## config.mk

```make
export PLATFORM = sky130hd
export DESIGN_NAME = latch_sequencer
export DESIGN_NICKNAME = d
export VERILOG_FILES = /design/src/rtl/latch_sequencer.sv
export SDC_FILE = /design/constraint.sdc
export NUM_CORES = 1
export LEC_CHECK = 0
export BUFFER_PORTS_ARGS = -buffer_cell sky130_fd_sc_hd__buf_2
export CAP_MARGIN = 20
export CORE_MARGIN = 1
export CORE_UTILIZATION = 60
export CTS_BUF_LIST = sky130_fd_sc_hd__clkbuf_16
export CTS_CLUSTER_SIZE = 25
export DETAILED_ROUTE_END_ITERATION = 7
export GPL_TIMING_DRIVEN = 0
export PLACE_DENSITY = 0.83
export SLEW_MARGIN = 20
export SYNTH_ARGS = -nofsm -noshare
export SYNTH_HDL_FRONTEND = slang
export SYNTH_SLANG_ARGS = --single-unit
```

## constraint.sdc

```tcl
create_clock -name clk -period 4.55 [get_ports clk]
set_clock_uncertainty 0.15 [all_clocks]
set_input_delay 1.1375 -clock clk [delete_from_list [all_inputs] [get_ports clk]]
set_output_delay 1.1375 -clock clk [all_outputs]
set_load 0.03 [all_outputs]
```

## src/rtl/latch_sequencer.sv

```systemverilog
// latch_sequencer
//   Issues a complete NAND command/address cycle train (e.g. 00h + address
//   bytes + 30h) from a byte stream, one valid/ready handshake per byte.
//   Sits between the controller FSM and the ONFI pad mux and drives CLE, ALE,
//   nWE and DQ with programmable nWE low/high and CLE/ALE hold times.
//
// Parameters
//   DQ_W      DQ bus width (8 or 16); bytes are zero-extended on 16.
//   MAX_BYTES maximum bytes per train; the last byte is forced at this count.
//   T_WP      nWE low cycles (>=1).
//   T_WH      minimum nWE high cycles between bytes (>=1).
//   T_CLH     CLE/DQ hold cycles after nWE rises on a command byte (>=1).
//   T_ALH     ALE/DQ hold cycles after nWE rises on an address byte (>=1).
//   INIT_CYC  power-up cycles before initialized=1.
//
// Ports
//   clk, nreset          clock, asynchronous active-low reset
//   in_valid/in_ready    byte handshake
//   in_data, in_is_cmd   byte and its type (1 = command/CLE, 0 = address/ALE)
//   in_last              final byte of the train
//   cle, ale, nwe        NAND strobes (nwe active low)
//   dq_out, dq_oe        DQ data and output enable
//   busy                 train in progress or power-up count running
//   done                 one-cycle pulse at the end of a train
//   initialized          power-up count finished
//   err                  (LATCH_SEQ_ERR_EN only) overlong train or GAP stall
//
// Build option
//   LATCH_SEQ_ERR_EN: adds the err output. Overlong trains and a stall of more
//   than 255 cycles in GAP abort the train to IDLE instead of forcing last /
//   waiting forever.
//
// All outputs are registers loaded from the next-state decode, so an output
// changes on the same edge as the state it belongs to.
module latch_sequencer #(
  parameter int DQ_W      = 8,
  parameter int MAX_BYTES = 8,
  parameter int T_WP      = 2,
  parameter int T_WH      = 2,
  parameter int T_CLH     = 3,
  parameter int T_ALH     = 3,
  parameter int INIT_CYC  = 15
) (
  input  logic            clk,
  input  logic            nreset,
  input  logic            in_valid,
  output logic            in_ready,
  input  logic [7:0]      in_data,
  input  logic            in_is_cmd,
  input  logic            in_last,
  output logic            cle,
  output logic            ale,
  output logic            nwe,
  output logic [DQ_W-1:0] dq_out,
  output logic            dq_oe,
  output logic            busy,
  output logic            done,
`ifdef LATCH_SEQ_ERR_EN
  output logic            err,
`endif
  output logic            initialized
);

  function automatic int imax(input int a, input int b);
    return (a > b) ? a : b;
  endfunction

  localparam int CMAX = imax(imax(imax(T_WP, T_WH), imax(T_CLH, T_ALH)), INIT_CYC);
  localparam int CW   = $clog2(CMAX + 1);
  localparam int BW   = $clog2(MAX_BYTES + 1);

  localparam logic [CW-1:0] INIT_M1 = CW'(INIT_CYC - 1);
  localparam logic [CW-1:0] WP_M1   = CW'(T_WP - 1);
  localparam logic [CW-1:0] CLH_M1  = CW'(T_CLH - 1);
  localparam logic [CW-1:0] ALH_M1  = CW'(T_ALH - 1);
  localparam logic [CW-1:0] WH_C    = CW'(T_WH);
  localparam logic [CW-1:0] ONE_C   = CW'(1);
`ifdef LATCH_SEQ_ERR_EN
  localparam logic [BW-1:0] BMAX    = BW'(MAX_BYTES);
`else
  localparam logic [BW-1:0] BMAX_M1 = BW'(MAX_BYTES - 1);
`endif

  typedef enum logic [2:0] {
    S_INIT  = 3'd0,
    S_IDLE  = 3'd1,
    S_SETUP = 3'd2,
    S_WP    = 3'd3,
    S_HOLD  = 3'd4,
    S_GAP   = 3'd5,
    S_DONE  = 3'd6
  } state_e;

  state_e          state_q, state_d;
  logic [CW-1:0]   cnt_q, cnt_d;     // INIT / WP / HOLD cycle counter
  logic [CW-1:0]   hi_q, hi_d;       // cycles since nWE rose, saturating at T_WH
  logic [BW-1:0]   bcnt_q, bcnt_d;   // bytes accepted in this train
  logic [7:0]      byte_q, byte_d;
  logic            cmd_q, cmd_d;
  logic            last_q, last_d;
  logic            sw_q, sw_d;       // type-change gap cycle pending
  logic            cle_q, cle_d, ale_q, ale_d, nwe_q, nwe_d;
  logic [DQ_W-1:0] dq_q, dq_d;
  logic            oe_q, oe_d, rdy_q, rdy_d, busy_q, busy_d;
  logic            done_q, done_d, init_q, init_d;
`ifdef LATCH_SEQ_ERR_EN
  logic            err_q, err_d;
  logic [7:0]      stall_q, stall_d;
`endif

  logic            accept_s;
  logic [CW-1:0]   hold_m1_s;
  logic [CW-1:0]   hi_inc_s;

  // Next-state decode followed by the registered-output decode of state_d.
  always_comb begin
    state_d  = state_q;
    cnt_d    = cnt_q;
    hi_d     = hi_q;
    bcnt_d   = bcnt_q;
    byte_d   = byte_q;
    cmd_d    = cmd_q;
    last_d   = last_q;
    sw_d     = sw_q;
`ifdef LATCH_SEQ_ERR_EN
    err_d    = err_q;
    stall_d  = (state_q == S_GAP && !sw_q && !in_valid) ? stall_q + 8'd1 : 8'd0;
`endif
    accept_s  = in_valid && rdy_q;
    hold_m1_s = cmd_q ? CLH_M1 : ALH_M1;
    hi_inc_s  = (hi_q >= WH_C) ? hi_q : hi_q + 1'b1;

    case (state_q)
      S_INIT: begin
        if (cnt_q == INIT_M1) begin
          state_d = S_IDLE;
          cnt_d   = '0;
        end else begin
          cnt_d = cnt_q + 1'b1;
        end
      end
      S_IDLE: begin
        if (accept_s) begin
          byte_d  = in_data;
          cmd_d   = in_is_cmd;
          bcnt_d  = bcnt_q + 1'b1;
          state_d = S_SETUP;
`ifdef LATCH_SEQ_ERR_EN
          last_d  = in_last;
          err_d   = 1'b0;
`else
          last_d  = in_last || (bcnt_q == BMAX_M1);
`endif
        end else begin
          state_d = S_IDLE;
        end
      end
      S_SETUP: begin
        state_d = S_WP;
        cnt_d   = '0;
      end
      S_WP: begin
        if (cnt_q == WP_M1) begin
          state_d = S_HOLD;
          cnt_d   = '0;
          hi_d    = ONE_C;      // first cycle with nWE high
        end else begin
          cnt_d = cnt_q + 1'b1;
        end
      end
      S_HOLD: begin
        hi_d = hi_inc_s;
        if (cnt_q == hold_m1_s) begin
          cnt_d   = '0;
          state_d = last_q ? S_DONE : S_GAP;
        end else begin
          cnt_d = cnt_q + 1'b1;
        end
      end
      S_GAP: begin
        hi_d = hi_inc_s;
        if (sw_q) begin
          sw_d    = 1'b0;
          state_d = S_SETUP;
        end else if (accept_s) begin
          byte_d = in_data;
          cmd_d  = in_is_cmd;
          bcnt_d = bcnt_q + 1'b1;
`ifdef LATCH_SEQ_ERR_EN
          last_d = in_last;
`else
          last_d = in_last || (bcnt_q == BMAX_M1);
`endif
          // A type change inserts one cycle with both CLE and ALE low.
          if (in_is_cmd != cmd_q) begin
            sw_d = 1'b1;
          end else begin
            state_d = S_SETUP;
          end
`ifdef LATCH_SEQ_ERR_EN
          if (bcnt_q == BMAX) begin
            err_d   = 1'b1;
            sw_d    = 1'b0;
            bcnt_d  = '0;
            state_d = S_IDLE;
          end else begin
            err_d = 1'b0;
          end
`endif
        end
`ifdef LATCH_SEQ_ERR_EN
        else if (!in_valid && (stall_q == 8'hFF)) begin
          err_d   = 1'b1;
          bcnt_d  = '0;
          state_d = S_IDLE;
        end
`endif
        else begin
          state_d = S_GAP;
        end
      end
      S_DONE: begin
        state_d = S_IDLE;
        bcnt_d  = '0;
      end
      default: begin
        state_d = S_INIT;
        cnt_d   = '0;
      end
    endcase

    cle_d  = 1'b0;
    ale_d  = 1'b0;
    nwe_d  = 1'b1;
    dq_d   = '0;
    oe_d   = 1'b0;
    rdy_d  = 1'b0;
    busy_d = 1'b1;
    done_d = 1'b0;
    init_d = (state_d != S_INIT);
    case (state_d)
      S_IDLE: begin
        rdy_d  = 1'b1;
        busy_d = 1'b0;
      end
      S_SETUP, S_HOLD: begin
        cle_d = cmd_d;
        ale_d = !cmd_d;
        oe_d  = 1'b1;
        dq_d  = DQ_W'(byte_d);
      end
      S_WP: begin
        cle_d = cmd_d;
        ale_d = !cmd_d;
        nwe_d = 1'b0;
        oe_d  = 1'b1;
        dq_d  = DQ_W'(byte_d);
      end
      S_GAP: begin
        oe_d  = 1'b1;
        dq_d  = DQ_W'(byte_d);
        rdy_d = !sw_d && (hi_d >= WH_C);
        if (sw_d) begin
          cle_d = 1'b0;
          ale_d = 1'b0;
        end else begin
          cle_d = cmd_d;
          ale_d = !cmd_d;
        end
      end
      S_DONE: begin
        done_d = 1'b1;
      end
      default: begin
        busy_d = 1'b1;
      end
    endcase
  end

  // State, datapath and output registers; reset forces every output idle.
  always_ff @(posedge clk or negedge nreset) begin
    if (!nreset) begin
      state_q <= S_INIT;
      cnt_q   <= '0;
      hi_q    <= '0;
      bcnt_q  <= '0;
      byte_q  <= 8'd0;
      cmd_q   <= 1'b0;
      last_q  <= 1'b0;
      sw_q    <= 1'b0;
      cle_q   <= 1'b0;
      ale_q   <= 1'b0;
      nwe_q   <= 1'b1;
      dq_q    <= '0;
      oe_q    <= 1'b0;
      rdy_q   <= 1'b0;
      busy_q  <= 1'b1;
      done_q  <= 1'b0;
      init_q  <= 1'b0;
`ifdef LATCH_SEQ_ERR_EN
      err_q   <= 1'b0;
      stall_q <= 8'd0;
`endif
    end else begin
      state_q <= state_d;
      cnt_q   <= cnt_d;
      hi_q    <= hi_d;
      bcnt_q  <= bcnt_d;
      byte_q  <= byte_d;
      cmd_q   <= cmd_d;
      last_q  <= last_d;
      sw_q    <= sw_d;
      cle_q   <= cle_d;
      ale_q   <= ale_d;
      nwe_q   <= nwe_d;
      dq_q    <= dq_d;
      oe_q    <= oe_d;
      rdy_q   <= rdy_d;
      busy_q  <= busy_d;
      done_q  <= done_d;
      init_q  <= init_d;
`ifdef LATCH_SEQ_ERR_EN
      err_q   <= err_d;
      stall_q <= stall_d;
`endif
    end
  end

  assign cle         = cle_q;
  assign ale         = ale_q;
  assign nwe         = nwe_q;
  assign dq_out      = dq_q;
  assign dq_oe       = oe_q;
  assign in_ready    = rdy_q;
  assign busy        = busy_q;
  assign done        = done_q;
  assign initialized = init_q;
`ifdef LATCH_SEQ_ERR_EN
  assign err         = err_q;
`endif

endmodule
```

==> results of run 1 <==
## Yosys cell counts, types with 2 or more instances
master,count,share of area
buf_2,4,0.010
nand3_1,10,0.025
xnor2_1,4,0.018
and2_1,2,0.0063
inv_2,2,0.0038
a22oi_1,2,0.0076
o21ai_1,5,0.013
nor3_1,2,0.0051
a31oi_1,3,0.0095
nor3_2,2,0.010
ha_1,6,0.038
o211ai_1,2,0.0076
a21oi_1,4,0.010
a311oi_1,2,0.0089
nand2_1,8,0.015
inv_1,11,0.021
dfstp_2,2,0.027
nor2_1,11,0.021
and3_1,2,0.0063
or3_1,3,0.0095
o21ai_0,2,0.0051
a21boi_1,3,0.011
nor2b_1,6,0.019
dfrtp_1,40,0.51
nand2b_1,5,0.016
mux2_2,7,0.040
mux2_1,2,0.011
## stage by stage
| step | instance area [sq um] | std cells | hold WS (ns) |
|---|---|---|---|
| CTS | 2311 | 256 | 0.3428 |
| global route | 2311 | 256 | 0.3522 |
| floorplan | 1978 | 176 | 0.3054 |
| detailed placement | 2173 | 248 | 0.3295 |
| global placement | 2173 | 248 | 0.3214 |
| finish | 2311 | 256 | 0.3405 |
## state kept, by name (all words and copies together) (netlist names)
| signal | flops |
|---|---|
| cmd_q | 1 |
| last_q | 1 |
| done | 1 |
| cnt_q | 4 |
| hi_q | 4 |
| ale | 1 |
| state_q | 3 |
| bcnt_q | 4 |
| busy | 1 |
| dq_oe | 1 |
| initialized | 1 |
| sw_q | 1 |
| dq_out | 8 |
| in_ready | 1 |
| cle | 1 |
| nwe | 1 |
| byte_q | 8 |
## layer usage
metal  vias to the layer above  global-route usage
li1                        700                   -
met1                       722              0.2946
met2                        37              0.4286
met5                         -                   0
met4                         0              0.1156
met3                        11             0.05895
## final cells by class
| cell class | instances | area (sq um) |
|---|---|---|
| inverters | 13 | 48.80 |
| clock buffers | 5 | 125.1 |
| fillers | 235 | 792.0 |
| plain buffers | 4 | 20.02 |
| multi-input cells | 117 | 855.8 |
| well taps | 44 | 55.05 |
| flip-flops and latches | 42 | 1054 |
| clock inverters | 3 | 12.51 |
| repair buffers | 28 | 140.1 |
## kinds of logic (layout without fill, tap and decap cells)
| logic type | Yosys count | in the layout | share of synthesized area |
|---|---|---|---|
| AO/OA/AOI/OAI | 36 | 36 | 0.1398 |
| XOR/XNOR | 5 | 5 | 0.02214 |
| adder cells (fa/ha/maj) | 6 | 6 | 0.03795 |
| buffers and inverters | 17 | 53 | 0.03479 |
| flip-flops | 42 | 42 | 0.5326 |
| multiplexers | 9 | 9 | 0.05123 |
| AND/OR/NAND/NOR | 61 | 61 | 0.1815 |
## final timing paths
path / start / endpoint / slack (ns) / cells after the start
hold reg to reg: byte_q[5] / byte_q[5] / 0.34 / 1
min in group asynchronous: nreset / cnt_q[0] / 0.83 / 1
setup / recovery: in_is_cmd / ale / 2.00 / 6
max in group asynchronous: nreset / hi_q[2] / 2.85 / 1
setup reg to reg: cnt_q[1] / ale / 2.21 / 6
hold / removal: byte_q[5] / byte_q[5] / 0.34 / 1
## power breakdown
group | switching [mW] | internal [mW] | total [mW]
Sequential | 0.102 | 0.538 | 0.640
Clock | 0.126 | 0.198 | 0.324
Combinational | 0.510 | 0.327 | 0.837
## worst reg2reg max path: stages, from the launching register on
cell,delay [ns]
dfrtp_1,0.43
inv_1,0.08
ha_1,0.17
or3b_4,0.43
a221oi_2,0.57
and3_1,0.32
nor3_2,0.06
==> results.sh, run 1 <==
export IMPL_cts_tree="done"
export IMPL_cts_resized=0
export IMPL_drtIter0Drc=88
export IMPL_critPathKind="input port to register"
export IMPL_power_leakage_nw=1.106
export IMPL_syn_cell_area_sq_mm=0.001978
export IMPL_start_util=0.6375
export IMPL_syn_area_per_cell_sq_um=11.24
export IMPL_synth_nets=195
export IMPL_final_max_slew_viol_count=0
export IMPL_postRouteAntennaNets=0
export IMPL_rsz0062_at_grt="false"
export IMPL_htreeDepth=2
export IMPL_port_buffers=28
export IMPL_drv_cap=0
export IMPL_drt_total_wl_microns=3820
export IMPL_ys_flop_type="dfrtp_1"
export IMPL_synth_seq_cells=42
export IMPL_grt_antenna_before_repair=0
export IMPL_dp_hpwl_microns=2769
export IMPL_worstSetupEndpointType="register"
export IMPL_grt_max_degree=43
export IMPL_met1Wirelength_microns=1645
export IMPL_clk_pin_slew_worst_paths_ns=0.05
export IMPL_cp_slowest_cell="a221oi_2"
export IMPL_grt_pass1_vias=1433
export IMPL_worst_slew_pin_slew_ns=0.8916
export IMPL_root_buffer="clkbuf_16"
export IMPL_hold_class="register to register"
export IMPL_syn_to_final_growth_pct=16.82
export IMPL_layout_commonest_cell="dfrtp_1"
export IMPL_cts_setup_buffers=0
export IMPL_crit_path_start_kind="input port"
export IMPL_grt_first_pass_wirelength_microns=6410
export IMPL_critPathArrivalTime_ns=2.55
export IMPL_wl_met2_microns=1951
export IMPL_grt_ovfl_total=0
export IMPL_rows=20
export IMPL_setup_viol=0
export IMPL_route_detailed_drc=0
export IMPL_synth_edf_count=0
export IMPL_cts_buffers=5
export IMPL_fp_dieArea_sq_mm=0.003531
export IMPL_p_per_area_mw_per_mm2=779.5
export IMPL_grt_usage=0.2496
export IMPL_fmax_ghz=0.3929
export IMPL_drive_gt1_frac=0.2689
export IMPL_cts_sinks=42
export IMPL_cp_cell_sequence="buf_2 -> xnor2_1 -> nand2b_1 -> a221oi_2 -> and3_1 -> nor3_2"
export IMPL_ios=29
export IMPL_max_stage_delay_ns=0.55
export IMPL_yosys_warnings=0
export IMPL_clk_latency_ns=0.28
export IMPL_antenna_diode_count=0
export IMPL_synth_cells=176
export IMPL_pre_cts_slack_ns=1.741
export IMPL_num_vias=1470
export IMPL_ys_types=51
export IMPL_vias_per_cell=5.742
export IMPL_worst_slack_ns=2.005
export IMPL_fin_crit_ns=2.545
export IMPL_path_delay_family="simple AND/OR/NAND/NOR gates"
export IMPL_slew_headroom=0.4056
export IMPL_fp_coreArea_sq_mm=0.003103
export IMPL_firstDrtPassIters=4
export IMPL_seq_area_frac_synth=0.5326
export IMPL_critPathMaxFanout=7
export IMPL_finalSetupTns_ns=0
export IMPL_finalHoldViolCount=0
export IMPL_top_layer_used="met4"
export IMPL_wl_per_cell_microns=14.92
export IMPL_peakVddDrop_mv=0.4295
export IMPL_async_flop_share=1.000
export IMPL_cp_num_buf_inv=1
export IMPL_mostFrequentLayoutCells="40 x dfrtp_1, 32 x buf_2, 12 x inv_1"
export IMPL_finish_utilization=0.7448
export IMPL_globalplace_congestion=0.8873
export IMPL_required_ns=4.55
export IMPL_finalPower_mw=1.801
export IMPL_nets=230
export IMPL_dieWidth_microns=59.42
export IMPL_cts_hold_buf=0
export IMPL_wl_met3_microns=130
export IMPL_period_share=0.5594
export IMPL_cts_buffer_depth=2
export IMPL_die_y_microns=59.42
export IMPL_status="finished clean"
Power figures use the tool's default switching activity.
==> run 2: changes to the inputs <==
--- a/config.mk
+++ b/config.mk
@@ -8,12 +8,12 @@
 export BUFFER_PORTS_ARGS = -buffer_cell sky130_fd_sc_hd__buf_2
 export CAP_MARGIN = 20
 export CORE_MARGIN = 1
-export CORE_UTILIZATION = 60
+export CORE_UTILIZATION = 50
 export CTS_BUF_LIST = sky130_fd_sc_hd__clkbuf_16
 export CTS_CLUSTER_SIZE = 25
 export DETAILED_ROUTE_END_ITERATION = 7
 export GPL_TIMING_DRIVEN = 0
-export PLACE_DENSITY = 0.83
+export PLACE_DENSITY = 0.74
 export SLEW_MARGIN = 20
 export SYNTH_ARGS = -nofsm -noshare
 export SYNTH_HDL_FRONTEND = slang
==> constraint.sdc (replaced) <==
create_clock -name clk -period 2.28 [get_ports clk]
set_clock_uncertainty 0.15 [all_clocks]
set_input_delay 0.57 -clock clk [delete_from_list [all_inputs] [get_ports clk]]
set_output_delay 0.57 -clock clk [all_outputs]
set_load 0.03 [all_outputs]
==> results.sh, run 2 (synthesized netlist as in run 1, its figures left out) <==
export IMPL_status="finished clean"
export IMPL_grt_max_degree=43
export IMPL_layout_commonest_cell="dfrtp_1"
export IMPL_dp_hpwl_microns=2793
export IMPL_grt_ovfl_total=0
export IMPL_drtIter0Drc=60
export IMPL_rows=22
export IMPL_grt_usage=0.2097
export IMPL_drt_total_wl_microns=4012
export IMPL_port_buffers=28
export IMPL_r2r_setup_slack_ns=0.07
export IMPL_fp_coreArea_sq_mm=0.003716
export IMPL_power_leakage_nw=1.120
export IMPL_ios=29
export IMPL_globalplace_congestion=0.9104
export IMPL_hold_class="input port to async pin"
export IMPL_crit_path_start_kind="register"
export IMPL_rr_worst_depth=6
export IMPL_required_ns=2.29
export IMPL_grt_antenna_before_repair=0
export IMPL_clk_pin_slew_worst_paths_ns=0.06
export IMPL_htreeDepth=2
export IMPL_route_detailed_drc=0
export IMPL_syn_to_final_growth_pct=20.05
export IMPL_wl_per_cell_microns=15.25
export IMPL_drv_cap=0
export IMPL_worstReg2RegEnd="dq_out[5]"
export IMPL_critPathMaxFanout=8
export IMPL_num_vias=1505
export IMPL_peakVddDrop_mv=0.7483
export IMPL_grt_pass1_vias=1465
export IMPL_worstSetupEndpointType="register"
export IMPL_fp_dieArea_sq_mm=0.004212
export IMPL_grt_first_pass_wirelength_microns=6541
export IMPL_cts_buffer_depth=2
export IMPL_drive_gt1_frac=0.3070
export IMPL_mostFrequentLayoutCells="39 x dfrtp_1, 32 x buf_2, 11 x inv_1, 11 x nor2_1, 9 x nand3_1"
export IMPL_fin_crit_ns=2.215
export IMPL_root_buffer="clkbuf_16"
export IMPL_clk_latency_ns=0.28
export IMPL_final_max_slew_viol_count=0
export IMPL_critPathKind="register to register"
export IMPL_cts_buffers=5
export IMPL_worst_hold_slack_ns=0.2608
export IMPL_die_y_microns=64.90
export IMPL_firstDrtPassIters=4
export IMPL_cts_sinks=42
export IMPL_critPathArrivalTime_ns=2.23
export IMPL_setup_viol=0
export IMPL_timing_rr_start="cnt_q[1]"
export IMPL_antenna_diode_count=0
export IMPL_start_util=0.5323
export IMPL_finalHoldViolCount=0
export IMPL_fmax_ghz=0.4515
export IMPL_nets=233
export IMPL_p_per_area_mw_per_mm2=1571
export IMPL_dieWidth_microns=64.90
export IMPL_finalPower_mw=3.730
export IMPL_postRouteAntennaNets=0
export IMPL_cts_tree="done"
export IMPL_worst_slew_pin_slew_ns=0.8956
export IMPL_slew_headroom=0.4029
export IMPL_vias_per_cell=5.722
export IMPL_period_share=0.9715
-- run 2: layer usage --
metal | global-route usage | up-vias | wire length [microns]
li1 | - | 705 | -
met1 | 0.2407 | 758 | 1577
met2 | 0.3594 | 35 | 2184
met3 | 0.05458 | 7 | 181
met4 | 0.1028 | 0 | 69
met5 | 0 | - | 0
-- run 2: stage by stage --
step	area [sq um]	worst slack (ns)	setup TNS, ns	util	std cells
after global routing	2375	-0.01499	-0.05505	0.6391	263
after global placement	2178	0.03095	0	0.5862	252
after CTS	2335	0.05202	0	0.6283	260
after detailed placement	2178	-0.02785	-0.05453	0.5862	252
final	2375	0.06508	0	0.6391	263
after floorplan	1978	0.2798	0	-	176
-- run 2: repair_timing --
action                                  in CTS  in global routing
endpoints found under the setup margin       2                  9
resized for setup                            1                  5
buffers inserted                             0                  3
pin swaps                                    0                  2
hold buffers                                 0                  0
-- run 2: worst max-delay path by stage --
stage / from / end / slack [ns] / cells past startpoint
after floorplan: cnt_q[0] / ale / 0.28 / 7
after global placement: cnt_q[1] / cle / 0.03 / 6
after detailed placement: cnt_q[1] / cle / -0.03 / 6
after CTS: cnt_q[0] / cle / 0.05 / 7
after global routing: cnt_q[0] / cle / -0.01 / 7
final: cnt_q[1] / dq_out[5] / 0.07 / 6
-- run 2: where the power goes --
part / total [mW] / switching [mW] / internal (mW)
clock network: 0.696 / 0.291 / 0.405
registers: 1.29 / 0.212 / 1.07
logic: 1.75 / 1.04 / 0.710
total: 3.73 / 1.54 / 2.19
-- run 2: critical path, cell delays in order, from the launching register on --
cell and delay (ns):
dfrtp_2 0.44, inv_1 0.07, ha_1 0.17, or3b_4 0.44, a221o_1 0.44, a21oi_4 0.28
nor2b_1 0.09
-- run 2: area by class of cell --
cell class	instances	area, sq um
Sequential cell	42	1055
Clock inverter	3	20.02
Fill cell	310	1341
Timing Repair Buffer	31	162.7
Inverter	13	48.80
Clock buffer	5	125.1
Multi-Input combinational cell	117	883.3
Buffer	4	20.02
Tap cell	48	60.06
==> run 3: changes to the inputs <==
--- a/config.mk
+++ b/config.mk
@@ -8,12 +8,12 @@
 export BUFFER_PORTS_ARGS = -buffer_cell sky130_fd_sc_hd__buf_2
 export CAP_MARGIN = 20
 export CORE_MARGIN = 1
-export CORE_UTILIZATION = 50
+export CORE_UTILIZATION = 56
 export CTS_BUF_LIST = sky130_fd_sc_hd__clkbuf_16
 export CTS_CLUSTER_SIZE = 25
 export DETAILED_ROUTE_END_ITERATION = 7
 export GPL_TIMING_DRIVEN = 0
-export PLACE_DENSITY = 0.74
+export PLACE_DENSITY = 0.78
 export SLEW_MARGIN = 20
 export SYNTH_ARGS = -nofsm -noshare
 export SYNTH_HDL_FRONTEND = slang
==> constraint.sdc (replaced) <==
create_clock -name clk -period 2.05 [get_ports clk]
set_clock_uncertainty 0.15 [all_clocks]
set_input_delay 0.5125 -clock clk [delete_from_list [all_inputs] [get_ports clk]]
set_output_delay 0.5125 -clock clk [all_outputs]
set_load 0.03 [all_outputs]
==> results.sh, run 3 (synthesized netlist as in run 1, its figures left out) <==
export IMPL_status="finished, violations left"
export IMPL_violations="negative setup slack"
export IMPL_layout_commonest_cell="dfrtp_1"
export IMPL_drt_total_wl_microns=4186
export IMPL_dp_hpwl_microns=2781
export IMPL_port_buffers=28
export IMPL_finalHoldViolCount=0
export IMPL_globalplace_congestion=0.8243
export IMPL_final_fill_count=249
export IMPL_grt_usage=0.2464
export IMPL_fp_coreArea_sq_mm=0.003363
export IMPL_worst_slack_ns=-0.1121
export IMPL_dpl_instance_area_sq_mm=0.002176
export IMPL_drive_gt1_frac=0.3516
export IMPL_pre_cts_slack_ns=-0.2245
export IMPL_grt_pass1_vias=1492
export IMPL_r2r_setup_slack_ns=-0.11
export IMPL_cts_tree="done"
export IMPL_num_vias=1505
export IMPL_period_share=1.055
export IMPL_antenna_diode_count=0
export IMPL_peakVddDrop_mv=1.282
export IMPL_critPathKind="register to register"
export IMPL_p_per_area_mw_per_mm2=1802
export IMPL_firstDrtPassIters=4
export IMPL_fin_crit_ns=2.162
export IMPL_cp_cell_sequence="inv_1 -> ha_2 -> or3b_4 -> a221o_1 -> a21oi_4 -> nor2b_1"
export IMPL_ios=29
export IMPL_cp_num_buf_inv=1
export IMPL_rr_worst_depth=6
export IMPL_drtIter0Drc=80
export IMPL_grt_max_degree=43
export IMPL_rsz0062_at_grt="true"
export IMPL_max_stage_delay_ns=0.42
export IMPL_wl_per_cell_microns=15.80
export IMPL_critPathMaxFanout=8
export IMPL_finish_utilization=0.7433
export IMPL_start_util=0.5882
export IMPL_vias_per_cell=5.679
export IMPL_clk_latency_ns=0.28
export IMPL_crit_path_start_kind="register"
export IMPL_seqCellArea_sq_mm=0.001054
export IMPL_final_cell_area_sq_mm=0.002500
export IMPL_clk_pin_slew_worst_paths_ns=0.06
export IMPL_critPathArrivalTime_ns=2.17
export IMPL_slew_headroom=0.3920
export IMPL_grt_first_pass_wirelength_microns=6637
export IMPL_htreeDepth=2
export IMPL_timing_rr_start="cnt_q[1]"
export IMPL_worstReg2RegEnd="dq_out[4]"
export IMPL_setup_viol=13
export IMPL_path_delay_family="compound AO/OA/AOI/OAI gates"
export IMPL_rows=21
export IMPL_drv_cap=0
export IMPL_hold_class="input port to async pin"
export IMPL_fp_dieArea_sq_mm=0.003774
export IMPL_postRouteAntennaNets=0
export IMPL_power_leakage_nw=1.162
export IMPL_cts_buffers=5
export IMPL_cts_sinks=42
export IMPL_nets=237
export IMPL_route_detailed_drc=0
export IMPL_dieWidth_microns=61.44
export IMPL_mostFrequentLayoutCells="40 x dfrtp_1, 32 x buf_2, 12 x inv_1"
export IMPL_cts_buffer_depth=2
export IMPL_grt_ovfl_total=0
export IMPL_final_max_slew_viol_count=0
export IMPL_die_y_microns=61.44
export IMPL_cp_slowest_cell="or3b_4"
export IMPL_worst_hold_slack_ns=0.2135
export IMPL_fmax_ghz=0.4625
export IMPL_cts_hold_buf=0
export IMPL_multi_input_area_sq_um=957.2
export IMPL_worst_slew_pin_slew_ns=0.9120
export IMPL_required_ns=2.05
export IMPL_worstSetupEndpointType="register"
export IMPL_syn_to_final_growth_pct=26.38
export IMPL_root_buffer="clkbuf_16"
export IMPL_grt_antenna_before_repair=0
run 3: final cells by class:
| type | instances | area share |
|---|---|---|
| clock inverter | 3 | 0.01652 |
| sequential | 42 | 0.4214 |
| inverter | 13 | 0.01952 |
| multi-input combinational | 117 | 0.3829 |
| tap | 46 | 0.02302 |
| clock buffer | 5 | 0.05005 |
| timing repair buffer | 35 | 0.07858 |
| buffer | 4 | 0.008008 |
run 3: report_power, final:
part,switching [mW],leakage [nW],internal [mW]
Sequential,0.239,0.524,1.19
Clock,0.304,0.0812,0.569
Combinational,1.27,0.556,0.931
Total,1.81,1.16,2.69
run 3: how the worst max path moves through the flow:
stage              from         to  slack, ns  cells past startpoint
5_1_grt        cnt_q[1]  dq_out[4]      -0.20                      6
6_report       cnt_q[1]  dq_out[4]      -0.11                      6
2_1_floorplan  cnt_q[0]        ale       0.05                      7
3_5_place_dp   cnt_q[1]        ale      -0.22                      6
3_3_place_gp   cnt_q[1]        ale      -0.20                      6
4_1_cts        cnt_q[1]  dq_out[4]      -0.12                      6
run 3: per-layer routing:
layer / up-vias / track usage / share of wire
li1: 715 / - / -
met1: 737 / 0.3057 / 0.42
met2: 44 / 0.4270 / 0.52
met3: 9 / 0.06303 / 0.044
met4: 0 / 0.07302 / 0.016
met5: - / 0 / 0
run 3: per-stage QoR:
step / instances / total power [mW] / TNS [ns]
3_5_place_dp: 250 / 3.268 / -1.711
5_1_grt: 265 / 4.795 / -2.433
6_report: 265 / 4.506 / -0.8322
4_1_cts: 264 / 4.326 / -0.8132
3_3_place_gp: 250 / 3.172 / -1.083
2_1_floorplan: 176 / 2.808 / 0
run 3: timing repair:
action | CTS | global route
buffers inserted | 6 | 1
pin swaps | 4 | 8
setup endpoints to repair | 13 | 15
resized for setup | 7 | 11
